## src/rtl/cordic_pkg.sv

```systemverilog
// Shared definitions for the CORDIC sequencing controller: FSM states,
// operation mode encoding and default iteration geometry.
package cordic_pkg;

  typedef enum logic [1:0] {
    IDLE = 2'd0,
    ITER = 2'd1,
    DONE = 2'd2
  } state_t;

  localparam logic ROTATION  = 1'b0;
  localparam logic VECTORING = 1'b1;

  localparam int DATA_WIDTH_DEF = 16;
  localparam int NO_MUX_DEF     = 4;
  localparam int NUM_GROUPS_DEF = 3;

endpackage

```

## src/rtl/cordic_seq_ctrl.sv

```systemverilog
// Sequencer for an iterative CORDIC datapath: accepts one operand set, steps
// the arctan LUT group select through NUM_GROUPS cycles, then holds the result.
module cordic_seq_ctrl
  import cordic_pkg::*;
#(
  parameter int DATA_WIDTH = DATA_WIDTH_DEF,
  parameter int NO_MUX     = NO_MUX_DEF,
  parameter int NUM_GROUPS = NUM_GROUPS_DEF
) (
  input  logic                      clk,
  input  logic                      rst,
  input  logic                      in_valid,
  output logic                      in_ready,
  input  logic                      mode_in,
  output logic                      mode,
  output logic                      load_en,
  output logic                      stage_en,
  output logic [$clog2(NO_MUX)-1:0] itter_select,
  output logic                      out_valid,
  input  logic                      out_ready,
  output logic                      busy,
  output logic [15:0]               op_count
);

  localparam int SEL_W = $clog2(NO_MUX);
  localparam logic [SEL_W-1:0] LAST_SEL = SEL_W'(NUM_GROUPS - 1);

  // The select must be able to encode every group index.
  if (DATA_WIDTH < 1 || NUM_GROUPS < 1 || NUM_GROUPS > (2 ** SEL_W)) begin : g_param_chk
    $error("cordic_seq_ctrl: illegal parameter combination");
  end

  state_t            state_reg, state_next;
  logic [SEL_W-1:0]  sel_reg, sel_next;
  logic              mode_reg, mode_next;
  logic [15:0]       count_reg, count_next;

  always_ff @(posedge clk) begin
    if (rst) begin
      state_reg <= IDLE;
      sel_reg   <= '0;
      mode_reg  <= ROTATION;
      count_reg <= 16'd0;
    end else begin
      state_reg <= state_next;
      sel_reg   <= sel_next;
      mode_reg  <= mode_next;
      count_reg <= count_next;
    end
  end

  always_comb begin
    state_next = state_reg;
    sel_next   = sel_reg;
    mode_next  = mode_reg;
    count_next = count_reg;
    in_ready   = 1'b0;
    load_en    = 1'b0;
    stage_en   = 1'b0;
    out_valid  = 1'b0;
    busy       = 1'b1;
    case (state_reg)
      IDLE: begin
        busy     = 1'b0;
        in_ready = 1'b1;
        load_en  = in_valid;
        if (in_valid) begin
          state_next = ITER;
          sel_next   = '0;
          mode_next  = mode_in;
        end
      end
      ITER: begin
        stage_en = 1'b1;
        // Return the select to 0 on the last group so DONE presents 0.
        if (sel_reg == LAST_SEL) begin
          state_next = DONE;
          sel_next   = '0;
        end else begin
          sel_next = sel_reg + 1'b1;
        end
      end
      DONE: begin
        out_valid = 1'b1;
        if (out_ready) begin
          state_next = IDLE;
          count_next = count_reg + 16'd1;
        end
      end
      default: begin
        state_next = IDLE;
        sel_next   = '0;
      end
    endcase
  end

  assign itter_select = sel_reg;
  assign mode         = mode_reg;
  assign op_count     = count_reg;

endmodule

```

## config.mk

```make
export PLATFORM = sky130hd
export DESIGN_NAME = cordic_seq_ctrl
export DESIGN_NICKNAME = d
export VERILOG_FILES = /design/src/rtl/cordic_pkg.sv /design/src/rtl/cordic_seq_ctrl.sv
export SDC_FILE = /design/constraint.sdc
export NUM_CORES = 1
export LEC_CHECK = 0
export CAP_MARGIN = 30
export CORE_MARGIN = 4
export CORE_UTILIZATION = 59
export DETAILED_ROUTE_END_ITERATION = 6
export DONT_BUFFER_PORTS = 1
export MAX_ROUTING_LAYER = met4
export PLACE_DENSITY = 0.79
export SLEW_MARGIN = 30
export SYNTH_ARGS = -nofsm -noshare
export SYNTH_HDL_FRONTEND = slang
export SYNTH_SLANG_ARGS = --single-unit
```

## constraint.sdc

```tcl
create_clock -name clk -period 2.36 [get_ports clk]
set_clock_uncertainty 0.1 [all_clocks]
set_input_delay 0.354 -clock clk [delete_from_list [all_inputs] [get_ports clk]]
set_output_delay 0.354 -clock clk [all_outputs]
set_load 0.01 [all_outputs]
```

# Yosys cells after proc, flatten, opt, wreduce, memory -nomap -nowiden
# Index checks and enable logic that the tools add are counted.
dict set report word_totals {
  regBits 21
  elab_cells 30
}
dict set report classes {
  n_addsub 2
  n_eq_ne 6
  n_mux 12
  bitwise_logic 1
  reduce_logical 5
}
# operator n
set ops {}
lappend ops {{$add A16 B1 Y16 const B} 1}
lappend ops {{$pmux W2 S3} 2}
lappend ops {{$mux W2} 5}
lappend ops {{$ne A2 B2 Y1 const B} 3}
lappend ops {{$reduce_and A2 Y1} 3}
lappend ops {{$mux W1} 5}
lappend ops {{$eq A2 B2 Y1 const B} 2}
lappend ops {{$reduce_and A3 Y1} 1}
lappend ops {{$add A2 B1 Y2 const B} 1}
lappend ops {{$eq A2 B1 Y1 const B} 1}
lappend ops {{$logic_not A2 Y1} 1}
lappend ops {{$not A1 Y1} 1}

# Depth between registers and ports, before layout
# Gate-level depths: netlist (run 1).
dict set report logic_depth {
  depth_word 3
  depth_mapped 5
  ltp_nobuf 5
}

# Worst setup path after synthesis (run 1)
# No wires, ideal clock.
dict set report synth_timing {
  path_type {register to register}
  start {register count_reg[0] (netlist: op_count[0])}
  end {register count_reg[14] (netlist: op_count[14])}
  setup_ns 0.132
  t_arrival_ns 1.524
  required_time_ns 2.128
  path_slack_ns 0.604
  stages_incl_launch_ff 6
  path_cell_list {dfxtp_1 > ha_1 > nand4b_4 > or4b_1 > o21ai_1 > a21oi_1}
}
dict set report synth_via {
  elab_chain_len 1
}
# element line
set synth_lines {}
lappend synth_lines {{from (decl)} cordic_seq_ctrl.sv:36} ;# logic [15:0] count_reg, count_next;
lappend synth_lines {{from (signal assigned)} cordic_seq_ctrl.sv:48} ;# count_reg <= count_next;
lappend synth_lines {{$add A16 B1 Y16} cordic_seq_ctrl.sv:87} ;# count_next = count_reg + 16'd1;
# Every way passes these cells.
# A chain may end at the register's enable or synchronous reset.

# Final worst setup path (run 1)
dict set report layout_timing {
  start {register state_reg[1]}
  end {output load_en}
}
dict set report layout_via {
  elab_chain_len 2
}
# element line
set layout_lines {}
lappend layout_lines {{from (decl)} cordic_seq_ctrl.sv:33} ;# state_t state_reg, state_next;
lappend layout_lines {{from (signal assigned)} cordic_seq_ctrl.sv:45} ;# state_reg <= state_next;
lappend layout_lines {{$logic_not A2 Y1} cordic_seq_ctrl.sv:62} ;# case (state_reg)
lappend layout_lines {{$mux W1} cordic_seq_ctrl.sv:62}
lappend layout_lines {{to (decl)} cordic_seq_ctrl.sv:16} ;# output logic load_en,
# Every way passes these cells.

==> results of run 1 <==
-- final cells by class --
class                           instances  area (um^2)
Multi-Input combinational cell         83        520.5
Fill cell                             138        511.7
Sequential cell                        21        420.4
Clock buffer                            4        26.28
Inverter                                6        22.52
Timing Repair Buffer                    2        20.02
Tap cell                               16        20.02
-- worst min-delay path by stage --
stage	endpoint	startpoint	cells after the start
2_1_floorplan	op_count[15]	rst	1
3_3_place_gp	op_count[14]	rst	1
3_5_place_dp	op_count[13]	rst	1
4_1_cts	mode	mode_in	2
5_1_grt	mode	mode_in	2
6_report	mode	mode_in	2
-- worst max-delay path, delay by kind of cell, from the launching register on --
kind,cells,cell delay (ns)
buf+inv,1,0.12
flops,1,0.39
simple gates,2,0.61
-- synth_stat cells, types with 2 or more instances --
library cell   n  area, um^2
nand2_1        7       26.28
nand4b_1       2       17.52
dfxtp_1       21       420.4
a21oi_1        8       40.04
nand3_1        3       15.01
nand2b_1       2       12.51
inv_1          6       22.52
o21ai_0        2       10.01
or3_1          2       12.51
and4_1         2       17.52
xor2_1         4       35.03
and3_1         2       12.51
xnor2_1        7       61.31
nor3_1         5       25.02
o21ai_1        2       10.01
clkbuf_1       2       7.510
nand4_1        4       25.02
nor2_1        19       71.32
-- per-layer routing --
layer	routed length, um	vias up
met5	0	-
li1	-	399
met1	810	359
met2	816	24
met3	158	7
met4	44	0
-- cell families (layout without fill, tap and decap cells) --
kind of cell / count (synthesis) / after routing / synth area share
AO/OA/AOI/OAI: 14 / 14 / 0.07771
XOR/XNOR: 11 / 11 / 0.09809
adder cells (fa/ha/maj): 1 / 1 / 0.01274
buffers and inverters: 9 / 12 / 0.04204
flip-flops: 21 / 21 / 0.4280
multiplexers: 1 / 1 / 0.01019
AND/OR/NAND/NOR: 56 / 56 / 0.3312
-- power by group --
group | internal, mW | total (mW) | leakage, nW | switching (mW)
Clock | 0.0660 | 0.171 | 0.0150 | 0.105
Sequential | 0.359 | 0.365 | 0.170 | 0.00662
Combinational | 0.0126 | 0.0312 | 0.197 | 0.0186
-- stage by stage --
stage	util	total power [mW]	instances	worst slack, ns	hold slack [ns]
6_report	0.6680	0.5674	132	0.4773	0.09450
4_1_cts	0.6680	0.5754	132	0.4675	0.09040
3_3_place_gp	0.6380	0.3967	126	0.5608	0.3256
5_1_grt	0.6680	0.5959	132	0.3651	0.08963
3_5_place_dp	0.6380	0.3976	126	0.5345	0.3281
2_1_floorplan	-	0.3976	113	0.6039	0.3231
==> impl_metrics.tcl, run 1 <==
set metrics [dict create \
    status "finished, final reports clean" \
    min_path_type "input port to flip-flop" \
    detail_route.wl_per_cell_um 13.86 \
    ios 29 \
    power.density_nw_per_um2 551.0 \
    globalRouteTotalUtil 0.1709 \
    synth_ff_type "dfxtp_1" \
    post_dp_cell_area_um2 983.4 \
    numClockSinks 21 \
    r2r_start "op_count[0]" \
    cp-startpoint "state_reg[1]" \
    rsz0062_at_grt "false" \
    antenna_found_initial 0 \
    path_cells "or2_2 -> inv_1 -> and2_1" \
    slew_headroom 0.5802 \
    cp_max_fo 6 \
    timing.fmax_mhz 531.1 \
    cp-start-kind "flip-flop" \
    die_height_um 48.80 \
    drc_errors 0 \
    die_w_um 48.80 \
    hpwl_um 1342 \
    largest_register_ffs 16 \
    overflow 0 \
    gr-usage-met2 0.2565 \
    cpMaxStageDelayCell "dfxtp_1" \
    vias 789 \
    clk_pin_slew_ns 0.11 \
    crit_path_end_kind "output port" \
    routed_wl_um 1829 \
    die_area_um2 2381 \
    cp_slowest_stage_delay_ns 0.39 \
    rr_endpoint "op_count[14]" \
    yosys_warnings 0 \
    maxCapViolCount 0 \
    ctsHoldBuffers 2 \
    synth_seq_cells 21 \
    synth_area_um2 982.2 \
    cts_resized 0 \
    syn2layout_area_growth_pct 4.841 \
    use_met3 0.07034 \
    drt-vias-per-instance 5.977 \
    synth_edf_count 0 \
    num_rows 14 \
    cts_tree "yes" \
    netlist_instances 113 \
    use_met1 0.1947 \
    cts_setup_buffers 0 \
    r2r_cells 5 \
    grt_max_degree 19 \
    layout_common_cells "dfxtp_1 (21), nor2_1 (19), a21oi_1 (8)" \
    layout-drive-gt1-share 0.05172 \
    ant_nets 0 \
    setup_viol 0 \
    arrival_ns 1.43 \
    required_ns 1.91 \
    syn_nets 119 \
    fin_crit_sh 0.7978 \
    numCtsBuffers 3 \
    syn_area_per_cell_um2 8.692 \
    final_nets 123 \
    hold_viol 0 \
    yosysUniqueCellTypes 31 \
    min_period_ns 1.883 \
    crit_type "flip-flop to output port" \
    clk_path_buf_depth 2 \
    coreArea_um2 1541 \
    endpoint "load_en" \
    gp_congestion 0.8284 \
    busiest_layer "met2" \
    synthArstFlopShare 0 \
    slew_violations 0 \
    vdd_drop_max_mv 0.3984 \
    start_util 0.6372 \
    drt_iter0_drc 8 \
    cts_root_buf "clkbuf_4" \
    r2r_setup_slack_ns 0.49 \
    ys_seq_area_frac 0.4280 \
    n_antenna_cell 0 \
    io_buffers 0 \
    clkLatencyLatePin_ns 0.30 \
    stdcell_area_um2 1030 \
    final_common_cell "dfxtp_1" \
    grt_pass1_vias 751 \
    worst_pin_slew_ns 0.6276 \
    fin_setup_tns_ns 0 \
    dr.pass1.iters 4 \
    grt_first_pass_wirelength_um 3215 \
    p_leak_nw 0.3813 \
    htree_levels 1 \
]
Note: power is estimated with default switching activity, not from simulation.
==> run 2, diff against run 1 <==
- clock period: 2.36 -> 1.8 ns (I/O delays scaled with it)
==> impl_metrics.tcl, run 2 (synthesized netlist as in run 1, its figures left out) <==
set metrics [dict create \
    detail_route.wl_per_cell_um 14.68 \
    crit_type "flip-flop to output port" \
    hold_viol 0 \
    vias 846 \
    drt-vias-per-instance 5.958 \
    cts_root_buf "clkbuf_4" \
    required_ns 1.43 \
    drt_iter0_drc 15 \
    final_common_cell "dfxtp_1" \
    stdcell_area_um2 1106 \
    layout-drive-gt1-share 0.1587 \
    routed_wl_um 2085 \
    rr_endpoint "op_count[14]" \
    die_height_um 48.80 \
    design_power_total_mw 0.7469 \
    globalRouteTotalUtil 0.1783 \
    power_switching_mw 0.1778 \
    setup_viol 0 \
    maxCapViolCount 0 \
    cp_num_buf_inv 1 \
    fin_setup_tns_ns 0 \
    whs_endpoint "mode" \
    numClockSinks 21 \
    grt_pass1_vias 806 \
    fill_cells 125 \
    comb_power_share 0.055 \
    slew_violations 0 \
    coreArea_um2 1541 \
    min_period_ns 1.723 \
    antenna_found_initial 0 \
    clk_pin_slew_ns 0.11 \
    cts_tree "yes" \
    power.density_nw_per_um2 675.3 \
    seqPwrFrac 0.642 \
    arrival_ns 1.35 \
    clkPwrFrac 0.303 \
    fin_crit_sh 0.9570 \
    status "finished, final reports clean" \
    cts_setup_buffers 0 \
    n_antenna_cell 0 \
    grt_max_degree 22 \
    largest_register_ffs 16 \
    cp_max_fo 7 \
    vdd_drop_max_mv 0.4975 \
    multiInputGateArea_um2 521.8 \
    cp_slowest_stage_delay_ns 0.38 \
    die_area_um2 2381 \
    hpwl_um 1617 \
    io_buffers 0 \
    cpMaxStageDelayCell "dfxtp_1" \
    dr.pass1.iters 4 \
    gp_congestion 0.7931 \
    min_path_type "input port to flip-flop" \
    drc_errors 0 \
    worst_pin_slew_ns 0.7496 \
    post_dp_cell_area_um2 1066 \
    cp-start-kind "flip-flop" \
    final_nets 133 \
    syn2layout_area_growth_pct 12.61 \
    clkLatencyLatePin_ns 0.31 \
    crit_path_end_kind "output port" \
    overflow 0 \
    die_w_um 48.80 \
    r2r_cells 5 \
    cpLargestDelayFamily "simple AND/OR/NAND/NOR gates" \
    ant_nets 0 \
    num_rows 14 \
    whs_path_depth 2 \
    slew_headroom 0.4986 \
    instances_no_fill 142 \
    start_util 0.6372 \
    numCtsBuffers 3 \
    rsz0062_at_grt "false" \
    placedCellCount 137 \
    grt_first_pass_wirelength_um 3394 \
    utilization 0.7175 \
    htree_levels 1 \
    clk_path_buf_depth 2 \
    path_cells "or2_2 -> inv_1 -> and2_2" \
    r2r_setup_slack_ns 0.09 \
    ios 29 \
    min_from "mode_in" \
    final-seq-area_um2 421.7 \
    netSwitchingFraction 0.2381 \
    layout_common_cells "dfxtp_1 (20), nor2_1 (19), buf_4 (11)" \
    timing.fmax_mhz 580.5 \
    internal_power_mw 0.5691 \
    p_leak_nw 0.4411 \
    r2r_start "op_count[1]" \
]
-- run 2: cell types whose count changed in the layout (fill, tap and decap cells not counted) --
| cell | before | now |
|---|---|---|
| and2_1 | 1 | 0 |
| buf_4 | 0 | 11 |
| clkbuf_1 | 1 | 0 |
| dlygate4sd3_1 | 2 | 1 |
| dfxtp_2 | 0 | 1 |
| dfxtp_1 | 21 | 20 |
| clkinv_2 | 0 | 1 |
| and2_2 | 0 | 1 |
-- run 2: through the flow --
step,worst slack (ns),hold slack (ns)
2_1_floorplan,0.04392,0.2391
5_1_grt,0.01025,0.03814
3_5_place_dp,0.1300,0.2446
6_report,0.07738,0.03246
4_1_cts,0.006835,0.02520
3_3_place_gp,0.1896,0.2408
-- run 2: final cells by class --
class | instances | share of cell area
inverters | 6 | 0.02036
repair buffers | 12 | 0.08371
clock buffers | 3 | 0.02036
clock inverters | 1 | 0.004525
well taps | 16 | 0.01810
multi-input cells | 83 | 0.4717
flip-flops and latches | 21 | 0.3812
-- run 2: metal layers --
metal  part of all wire  GRT usage  up-vias  wire, um
met3              0.065    0.04281        5       136
met1               0.42     0.1935      392       881
met5                  0          -        -         0
met2               0.49     0.3065       30      1032
met4              0.016    0.07623        0        34
li1                   -          -      419         -
-- run 2: how the worst max path moves through the flow --
stage          cells past startpoint         start           end  slack (ns)
5_1_grt                            5   op_count[1]  op_count[14]        0.01
4_1_cts                            3  state_reg[1]       load_en       0.007
2_1_floorplan                      5   op_count[0]  op_count[14]        0.04
3_5_place_dp                       5   op_count[1]  op_count[14]        0.13
6_report                           3  state_reg[0]       load_en        0.08
3_3_place_gp                       5   op_count[0]  op_count[14]        0.19
-- run 2: worst register-to-register path: cells and delay by family (launching register included) --
family          cells  cell delay (ns)
fa+ha+maj           1             0.19
compound gates      2             0.23
flops               1             0.36
simple gates        2             0.70
-- run 2: power by group through the flow --
stage               clock [mW]  combinational (mW)  sequential (mW)
floorplan                    0              0.0332            0.488
global placement             0              0.0305            0.489
detailed placement           0              0.0325            0.490
CTS                      0.232              0.0407            0.479
global route             0.254              0.0447            0.481
finish                   0.226              0.0410            0.480
-- run 2: timing repair --
| action | in CTS | in global routing |
|---|---|---|
| hold buffers | 1 | 0 |
| hold endpoints to repair | 21 | 0 |
| setup endpoints to repair | 0 | 1 |
| resized for setup | 0 | 2 |
